--- src/rtl/alu_serial_rx_pkg.sv ---
// alu_pkg: opcodes, frame constants, output bundle and CRC4 reference for the serial ALU input stage
package alu_pkg;
    typedef enum logic [2:0] {
        and_op = 3'b000,
        or_op  = 3'b001,
        add_op = 3'b100,
        sub_op = 3'b101
    } operation_t;

    typedef struct packed {
        logic [31:0] a;
        logic [31:0] b;
        logic [2:0]  op;
        logic        valid;
        logic        err_data;
        logic        err_crc;
        logic        err_op;
        logic        err_frame;
    } rx_out_t;

    localparam logic       FRAME_DATA = 1'b0;
    localparam logic       FRAME_CMD  = 1'b1;
    localparam logic [3:0] CRC4_POLY  = 4'b0011;

    function automatic logic [3:0] calc_crc4(input bit [67:0] d);
        logic [3:0] c;
        c = 4'b0000;
        for (int i = 67; i >= 0; i--) c = {c[2:0], 1'b0} ^ ((d[i] ^ c[3]) ? CRC4_POLY : 4'b0000);
        return c;
    endfunction
endpackage

--- src/rtl/alu_serial_rx_if.sv ---
// alu_serial_rx_if: serial input line plus the registered packet presented to the ALU core
interface alu_serial_rx_if;
    logic        sin;
    logic [31:0] A;
    logic [31:0] B;
    logic [2:0]  op;
    logic        valid;
    logic        err_data;
    logic        err_crc;
    logic        err_op;
    logic        err_frame;

    modport master (output sin, input A, B, op, valid, err_data, err_crc, err_op, err_frame);
    modport slave  (input sin, output A, B, op, valid, err_data, err_crc, err_op, err_frame);
endinterface

--- src/rtl/alu_serial_rx_crc4.sv ---
// alu_crc4_serial: bit-serial CRC4 (x^4+x+1) with synchronous clear
module alu_crc4_serial
    import alu_pkg::*;
#(
    parameter logic [3:0] CRC_INIT = 4'b0000
) (
    input  logic       clk,
    input  logic       rst,
    input  logic       clear_i,
    input  logic       en_i,
    input  logic       din_i,
    output logic [3:0] crc_o
);
    logic [3:0] crc_q, crc_d;

    always_comb crc_d = clear_i ? CRC_INIT
                      : en_i    ? {crc_q[2:0], 1'b0} ^ ((din_i ^ crc_q[3]) ? CRC4_POLY : 4'b0000)
                      : crc_q;

    always_ff @(posedge clk) crc_q <= rst ? CRC_INIT : crc_d;

    assign crc_o = crc_q;
endmodule

--- src/rtl/alu_serial_rx.sv ---
// alu_serial_rx: deserialises data/command frames into B, A, op and flags sequence, framing, CRC and opcode errors
module alu_serial_rx
    import alu_pkg::*;
#(
    parameter int         DATA_BYTES = 8,
    parameter logic [3:0] CRC_INIT   = 4'b0000
) (
    input logic            clk,
    input logic            rst,
    alu_serial_rx_if.slave bus
);
    localparam logic [1:0] IDLE = 2'd0, TYPE = 2'd1, DATA = 2'd2, STOP = 2'd3;

    logic [1:0]  state_q, state_d;
    logic [2:0]  bit_cnt_q, bit_cnt_d;
    logic        type_q, type_d;
    logic [6:0]  byte_q, byte_d;
    logic [63:0] sr_q, sr_d;
    logic [3:0]  byte_cnt_q, byte_cnt_d;
    rx_out_t     out_q, out_d;
    logic [3:0]  crc;
    logic        stop_ok, stop_bad, cmd_done, bad_len, bad_crc, bad_op, crc_en, crc_din;

    assign stop_ok  = state_q == STOP && bus.sin;
    assign stop_bad = state_q == STOP && !bus.sin;
    assign cmd_done = stop_ok && type_q == FRAME_CMD;
    assign bad_len  = byte_cnt_q != 4'(DATA_BYTES);
    assign bad_crc  = byte_q[3:0] != crc;
    assign bad_op   = !(byte_q[6:4] inside {and_op, or_op, add_op, sub_op});

    // Command frames feed the CRC an injected 1 in place of the reserved bit, then the op bits
    assign crc_en  = state_q == DATA && (type_q == FRAME_DATA || bit_cnt_q >= 3'd4);
    assign crc_din = type_q == FRAME_CMD && bit_cnt_q == 3'd7 ? 1'b1 : bus.sin;

    alu_crc4_serial #(.CRC_INIT(CRC_INIT)) u_crc (
        .clk    (clk),
        .rst    (rst),
        .clear_i(stop_bad || cmd_done),
        .en_i   (crc_en),
        .din_i  (crc_din),
        .crc_o  (crc)
    );

    always_comb begin
        state_d    = state_q == IDLE ? (bus.sin ? IDLE : TYPE)
                   : state_q == TYPE ? DATA
                   : state_q == DATA ? (bit_cnt_q == 3'd0 ? STOP : DATA)
                   : IDLE;
        bit_cnt_d  = state_q == DATA ? bit_cnt_q - 3'd1 : 3'd7;
        type_d     = state_q == TYPE ? bus.sin : type_q;
        byte_d     = state_q == DATA ? {byte_q[5:0], bus.sin} : byte_q;
        sr_d       = state_q == DATA && type_q == FRAME_DATA ? {sr_q[62:0], bus.sin} : sr_q;
        byte_cnt_d = stop_bad || cmd_done ? 4'd0
                   : stop_ok && byte_cnt_q != 4'(DATA_BYTES + 1) ? byte_cnt_q + 4'd1
                   : byte_cnt_q;
    end

    always_comb begin
        out_d           = out_q;
        out_d.valid     = cmd_done;
        out_d.err_frame = stop_bad;
        if (cmd_done) begin
            out_d.op       = byte_q[6:4];
            out_d.err_data = bad_len;
            out_d.err_crc  = !bad_len && bad_crc;
            out_d.err_op   = !bad_len && !bad_crc && bad_op;
            if (!bad_len) {out_d.b, out_d.a} = sr_q;
        end
    end

    always_ff @(posedge clk) begin
        if (rst) begin
            state_q    <= IDLE;
            bit_cnt_q  <= 3'd7;
            type_q     <= FRAME_DATA;
            byte_q     <= '0;
            sr_q       <= '0;
            byte_cnt_q <= '0;
            out_q      <= '0;
        end else begin
            state_q    <= state_d;
            bit_cnt_q  <= bit_cnt_d;
            type_q     <= type_d;
            byte_q     <= byte_d;
            sr_q       <= sr_d;
            byte_cnt_q <= byte_cnt_d;
            out_q      <= out_d;
        end
    end

    assign bus.A         = out_q.a;
    assign bus.B         = out_q.b;
    assign bus.op        = out_q.op;
    assign bus.valid     = out_q.valid;
    assign bus.err_data  = out_q.err_data;
    assign bus.err_crc   = out_q.err_crc;
    assign bus.err_op    = out_q.err_op;
    assign bus.err_frame = out_q.err_frame;
endmodule
--- src/flat_wrapper.sv ---
// flat-port wrapper written by rule: the top's interface ports become plain ports
module alu_serial_rx_flat import alu_pkg::*;
#(
    parameter int         DATA_BYTES = 8,
    parameter logic [3:0] CRC_INIT   = 4'b0000
)
  (clk, rst, bus_sin, bus_A, bus_B, bus_op, bus_valid, bus_err_data, bus_err_crc, bus_err_op, bus_err_frame);
  alu_serial_rx_if bus_i ();
  input logic clk;
  input logic rst;
  input wire logic [$bits(bus_i.sin)-1:0] bus_sin;
  output wire logic [$bits(bus_i.A)-1:0] bus_A;
  output wire logic [$bits(bus_i.B)-1:0] bus_B;
  output wire logic [$bits(bus_i.op)-1:0] bus_op;
  output wire logic [$bits(bus_i.valid)-1:0] bus_valid;
  output wire logic [$bits(bus_i.err_data)-1:0] bus_err_data;
  output wire logic [$bits(bus_i.err_crc)-1:0] bus_err_crc;
  output wire logic [$bits(bus_i.err_op)-1:0] bus_err_op;
  output wire logic [$bits(bus_i.err_frame)-1:0] bus_err_frame;
  assign bus_i.sin = bus_sin;
  assign bus_A = bus_i.A;
  assign bus_B = bus_i.B;
  assign bus_op = bus_i.op;
  assign bus_valid = bus_i.valid;
  assign bus_err_data = bus_i.err_data;
  assign bus_err_crc = bus_i.err_crc;
  assign bus_err_op = bus_i.err_op;
  assign bus_err_frame = bus_i.err_frame;
  alu_serial_rx #(.DATA_BYTES(DATA_BYTES), .CRC_INIT(CRC_INIT)) u_core (.clk(clk), .rst(rst), .bus(bus_i));
endmodule
--- config.mk ---
export PLATFORM = sky130hd
export DESIGN_NAME = alu_serial_rx_flat
export DESIGN_NICKNAME = d
export VERILOG_FILES = /design/src/rtl/alu_serial_rx_pkg.sv /design/src/rtl/alu_serial_rx_if.sv /design/src/rtl/alu_serial_rx_crc4.sv /design/src/rtl/alu_serial_rx.sv /design/src/flat_wrapper.sv
export SDC_FILE = /design/constraint.sdc
export NUM_CORES = 1
export LEC_CHECK = 0
export BUFFER_PORTS_ARGS = -buffer_cell sky130_fd_sc_hd__buf_2
export CAP_MARGIN = 20
export CELL_PAD_IN_SITES_DETAIL_PLACEMENT = 0
export CELL_PAD_IN_SITES_GLOBAL_PLACEMENT = 1
export CORE_ASPECT_RATIO = 0.9
export CORE_MARGIN = 8
export CORE_UTILIZATION = 40
export DETAILED_ROUTE_END_ITERATION = 8
export PLACE_DENSITY = 0.79
export RECOVER_POWER = 25
export SETUP_SLACK_MARGIN = 0.3
export SYNTH_ARGS = -nofsm -noshare
export SYNTH_HDL_FRONTEND = slang
export SYNTH_SLANG_ARGS = --single-unit
--- constraint.sdc ---
create_clock -name clk -period 2.6 [get_ports clk]
set_input_delay 0.13 -clock clk [delete_from_list [all_inputs] [get_ports clk]]
set_output_delay 0.13 -clock clk [all_outputs]
set_load 0.02 [all_outputs]
# Yosys cells after proc, flatten, opt, wreduce, memory -nomap -nowiden
# Index checks and enable logic that the tools add are counted.
[op_classes] addsub=2 n_lt_le_gt_ge=1 eq_ne=10 n_mux=7 n_bitwise=5 n_reduce_logical=23
[ops] op="$logic_and 1x1->1" n=10
[ops] op="$eq 3x3->1 const B" n=3
[ops] op="$mux 2" n=4
[ops] op="$ne 4x4->1 const B" n=2
[ops] op="$logic_not 3->1" n=2
[ops] op="$add 4x1->4 const B" n=1
[ops] op="$eq 2x2->1 const B" n=2
[ops] op="$logic_not 1->1" n=4
[ops] op="$ne 4x4->1" n=1
[ops] op="$reduce_bool 4->1" n=1
[ops] op="$reduce_or 2->1" n=2
[ops] op="$xor 4x2->4" n=1
[ops] op="$eq 3x1->1 const B" n=1
[ops] op="$ge 3x3->1 const B" n=1
[ops] op="$mux 1" n=3
[ops] op="$not 1->1" n=3
[ops] op="$sub 3x1->3 const B" n=1
[ops] op="$eq 2x1->1 const B" n=1
[ops] op="$logic_not 2->1" n=1
[ops] op="$logic_or 1x1->1" n=2
[ops] op="$reduce_and 2->1" n=1
[ops] op="$xor 1x1->1" n=1
[word_totals] regBits=157 inputBits=3 out_inout_bits=72 wordCells=63

# Logic depth before layout (Yosys ltp)
[depth] depth_word=6 depth_mapped=8 ltp_nobuf=5

# Hierarchy
# Synthesis repeated with hierarchy kept, for this count alone.
[unflattened] cells_unflattened=711 hier_area_um2=5980.7
[by_module_without_submodules] module="alu_serial_rx" n_inst=1 cells_each=694 area_per_inst_um2=5805.6 seq_area_each_um2=3062.9
[by_module_without_submodules] module="alu_crc4_serial" n_inst=1 cells_each=17 area_per_inst_um2=175.2 seq_area_each_um2=80.1

# Least setup slack after synthesis
# No wires, ideal clock.
[synth_timing] kind="reg-to-reg" startpoint="register u_core.state_q[0]" endpoint="register u_core.out_q (netlist bit u_core.bus.A[15])" setup_time_ns=0.132 arrival_time_ns=1.372 required_time_ns=2.468 slack_ns=1.095 path_stages_with_launch=9 path_buffers=3 period_less_slack_ns=1.505 cell_sequence="dfxtp_1 -> ha_1 -> and3_1 -> buf_4 -> and3_4 -> buf_6 -> buf_6 -> nand2_1 -> a21oi_1"
[synth_via] elab_chain_cells=4
[synth_rtl] item="start: declaration" line="alu_serial_rx.sv:14" rtl="logic [1:0] state_q, state_d;"
[synth_rtl] item="start signal: assignment" line="alu_serial_rx.sv:81" rtl="state_q <= state_d;"
[synth_rtl] item="$eq 2x2->1" line="alu_serial_rx.sv:24" rtl="assign stop_ok = state_q == STOP && bus.sin;"
[synth_rtl] item="$logic_and 1x1->1" line="alu_serial_rx.sv:24"
[synth_rtl] item="$logic_and 1x1->1" line="alu_serial_rx.sv:26" rtl="assign cmd_done = stop_ok && type_q == FRAME_CMD;"
[synth_rtl] item="$reduce_and 2->1 (no source line)"
[synth_rtl] item="end signal: assignment" line="alu_serial_rx.sv:87" rtl="out_q <= out_d;"
[synth_rtl] item="end: declaration" line="alu_serial_rx.sv:20" rtl="rx_out_t out_q, out_d;"
# No other way between the ends.
# A chain may end at the register's enable or synchronous reset.

# Worst setup path after layout
[layout_timing] startpoint="register u_core.state_q[1]" endpoint="register u_core.out_q (netlist bit u_core.bus.err_crc)"
[layout_via] elab_chain_cells=3
[layout_rtl] item="$eq 2x2->1" line="alu_serial_rx.sv:24"
[layout_rtl] item="$logic_and 1x1->1" line="alu_serial_rx.sv:24"
[layout_rtl] item="$logic_and 1x1->1" line="alu_serial_rx.sv:26"
# No other way between the ends.

==> results by group <==
Layout
  – Finished Core Util: 0.476
  – Syn-to-layout area delta: 16.7%
  – Fin area: roughly 0.0066 mm^2
  – Commonest cells after routing, fill and taps aside: 267 x nand2_1, 157 x dfxtp_1, 134 x a21oi_1, 57 x clkbuf_1, 19 x buf_2
  – Commonest non-fill, non-tap cell in the layout: nand2_1
  – Nets: approximately 760
  – Antenna Cells: 0
  – Fin cells: ~950
  – Proportion of layout cells with a drive suffix above 1: 0.0784

Synthesis
  – Ys async rst share: 0
  – Synthesized cell area: approximately 0.0057 mm^2
  – Register area share after synthesis: 0.553
  – Netlist cell types: 30
  – Ys flop type: dfxtp_1
  – Synth Net Count: ~700
  – EDFF count, synth: 0
  – Synth Warn #: 0
  – Syn_area_per_cell: between 8 and 9 um^2
  – Yosys reg bits: between 150 and 200
  – Post-Syn Instances: 690

Placed design
  – Placed Cells: ~900
  – Dpl hpwl: approximately 7800 um
  – Port buffer count: 74
  – Placed Area: around 0.0061 mm^2
  – Gpl congestion: slightly above 0.7

Timing
  – Final Hold Vio Count: 0
  – Relative slew margins: 0.422
  – RSZ-0062 raised after global routing: false
  – WHS: 0.0687 ns
  – Post-layout min period: 2.03 ns
  – Setup Viol. Count Final: 0
  – Clock Skews: approximately 0.0045 ns
  – Maximum clock frequency: roughly 490 MHz
  – Worst-Margin Slew: between 0.8 and 0.9 ns
  – Total negative setup slack: 0 ns
  – Max-slew violations: 0
  – Tcrit/Tclk final: 0.780

CTS
  – Setup Buffers After CTS: 0
  – Clock-pin slew of the registers on the worst-case setup and hold paths: roughly 0.06 ns
  – Worst skew pair latency: 0.42 ns
  – Htree depth: 4
  – Hold-fix buffers, CTS: 0
  – Root Driver: clkbuf_16
  – Num CTS Buffers: 17
  – CTS tree: done
  – Sink Count: around 160
  – Resized cells post-CTS: 0
  – Longest Clk Path Bufs: 2

Die
  – Die Width: ~140 um
  – Cell Rows: between 40 and 50
  – Top-Level Pins: 75
  – CORE AREA: between 0.01 and 0.015 mm^2
  – Initial core utilization: 0.407
  – Die footprint: approximately 0.018 mm^2
  – Chip height: ~130 um

Setup path
  – Critical path type: flop to flop
  – Startpoint types: flop
  – Reg-to-reg startpoint: u_core.state_q[1]
  – Worst-path maximum fanout: 48
  – FF-to-FF setup slack: 0.57 ns
  – Worst Reg-to-Reg Cells: 6
  – Crit path capture type: flop
  – FF-to-FF End: u_core.bus.err_crc
  – Critical path data arrival time: between 2 and 2.5 ns
  – Crit-path slowest cell: nand3_2
  – Max incr delay on CP: roughly 0.38 ns
  – Critical path required time: just under 3 ns
  – Cell Chain, Critical Path: ha_1 -> and3_1 -> nand3_2 -> buf_12 -> o21ai_0 -> nor2b_1

Power and ir drop
  – Pwr/cell area: ~740 mW/mm^2
  – Leakage: 0.00229 uW
  – VDD IR max: just under 0.0005 V

Routing
  – Drt wl/cell: between 10 and 15 um
  – WL final: between 10000 and 15000 um
  – DRT iter0 DRCs: between 400 and 500
  – Drt via density: between 4 and 5
  – Vias: ~4500
  – Post-route ant nets: 0
  – 1st-pass router iterations: 5
  – # DRC: 0

Global routing
  – First-pass GRT wire length: just over 20000 um
  – Vias in the first global route: 4301
  – Pin count of the biggest net entering global routing: between 80 and 90
  – Initial antenna violation count: 0
  – Total GRT Usage: 0.139
  – Grt ovf: 0

Min path
  – Hold path endpoint: u_core.sr_q[0]
  – Worst min-delay path category: primary input to flop
  – Hold Path Cell Cnt: 3
  – Hold_sp: bus_sin

Run status
  – Outcome: complete, no violations

Run
  – Max-cap violation count: 0
-- worst max path at each step --
stage / startpoint / to / cells after the start
after floorplan: u_core.state_q[0] / u_core.bus.A[15] / 8
after global placement: u_core.state_q[0] / u_core.bus.err_crc / 6
after detailed placement: u_core.state_q[0] / u_core.bus.err_crc / 6
after CTS: u_core.state_q[1] / u_core.bus.err_crc / 6
after global routing: u_core.state_q[0] / u_core.bus.err_crc / 6
final: u_core.state_q[1] / u_core.bus.err_crc / 6
-- kinds of logic (layout without fill, tap and decap cells) --
| logic type | count (synthesis) | after routing | share of synthesized area |
|---|---|---|---|
| adder cells (fa/ha/maj) | 10 | 10 | 0.0220 |
| buffers and inverters | 56 | 119 | 0.0526 |
| AND/OR/NAND/NOR | 304 | 304 | 0.210 |
| flip-flops | 157 | 157 | 0.553 |
| multiplexers | 12 | 12 | 0.0211 |
| AO/OA/AOI/OAI | 143 | 143 | 0.129 |
| XOR/XNOR | 8 | 8 | 0.0123 |
-- final cells by class --
| cell class | count | area (um^2) |
|---|---|---|
| fillers | 1409 | 7320 |
| inverters | 8 | 30.0 |
| clock buffers | 23 | 478 |
| clock inverters | 7 | 88.8 |
| well taps | 193 | 241 |
| flip-flops and latches | 157 | 3140 |
| repair buffers | 81 | 395 |
| multi-input cells | 477 | 2260 |
-- state kept, by name (all words and copies together), names as in the netlist --
signal	cells
u_core.bus.err_crc	1
u_core.bus.B	32
u_core.u_crc.crc_o	4
u_core.bit_cnt_q	3
u_core.type_q	1
u_core.bus.err_op	1
u_core.bus.err_data	1
u_core.bus.op	3
u_core.bus.A	32
u_core.state_q	2
u_core.byte_cnt_q	4
u_core.byte_q	7
u_core.bus.err_frame	1
u_core.bus.valid	1
u_core.sr_q	64
-- Yosys cell counts (all sizes together), types with 2 or more instances --
cell type / count / area, um^2
xor2: 4 / 35.0
nand2b: 2 / 12.5
nand2: 267 / 1000
xnor2: 4 / 35.0
nor3b: 2 / 15.0
dfxtp: 157 / 3140
nor2: 18 / 67.6
and3: 2 / 17.5
nand3: 3 / 15.0
or3: 2 / 12.5
buf: 31 / 205
mux2i: 12 / 120
a21oi: 134 / 671
o21ai: 3 / 15.0
ha: 10 / 125
inv: 8 / 30.0
clkbuf: 17 / 63.8
a21o: 2 / 15.0
nor2b: 5 / 31.3
-- where the power goes --
| group | total (uW) | switching, uW | internal, uW |
|---|---|---|---|
| sequential | 2410 | 3.87 | 2410 |
| clock | 2390 | 920 | 1470 |
| combinational | 74.8 | 58.1 | 16.8 |
-- per-stage QoR --
step / setup slack (ns) / total power [uW]
6_report: 0.572 / 4880
5_1_grt: 0.373 / 5060
4_1_cts: 0.545 / 4940
3_5_place_dp: 0.566 / 2540
3_3_place_gp: 0.655 / 2540
2_1_floorplan: 1.10 / 2520
-- critical path, delay by kind of cell (launching register included) --
kind	cells	cell delay, ns
and+or+nand+nor	3	0.84
DFF	1	0.36
buffers and inverters	1	0.32
adders and majority gates	1	0.23
AOI/OAI and AO/OA	1	0.18
-- metal layers --
metal  up-vias  share of wire  GRT usage  routed length (um)
met5         -              0          0                   0
met4         0          0.013     0.0599                 165
met3        12          0.054     0.0460                 663
met2        95           0.45      0.218                5610
met1      2059           0.48      0.173                5900
li1       2327              -          -                   -
Note: power is estimated with default switching activity, not from simulation.
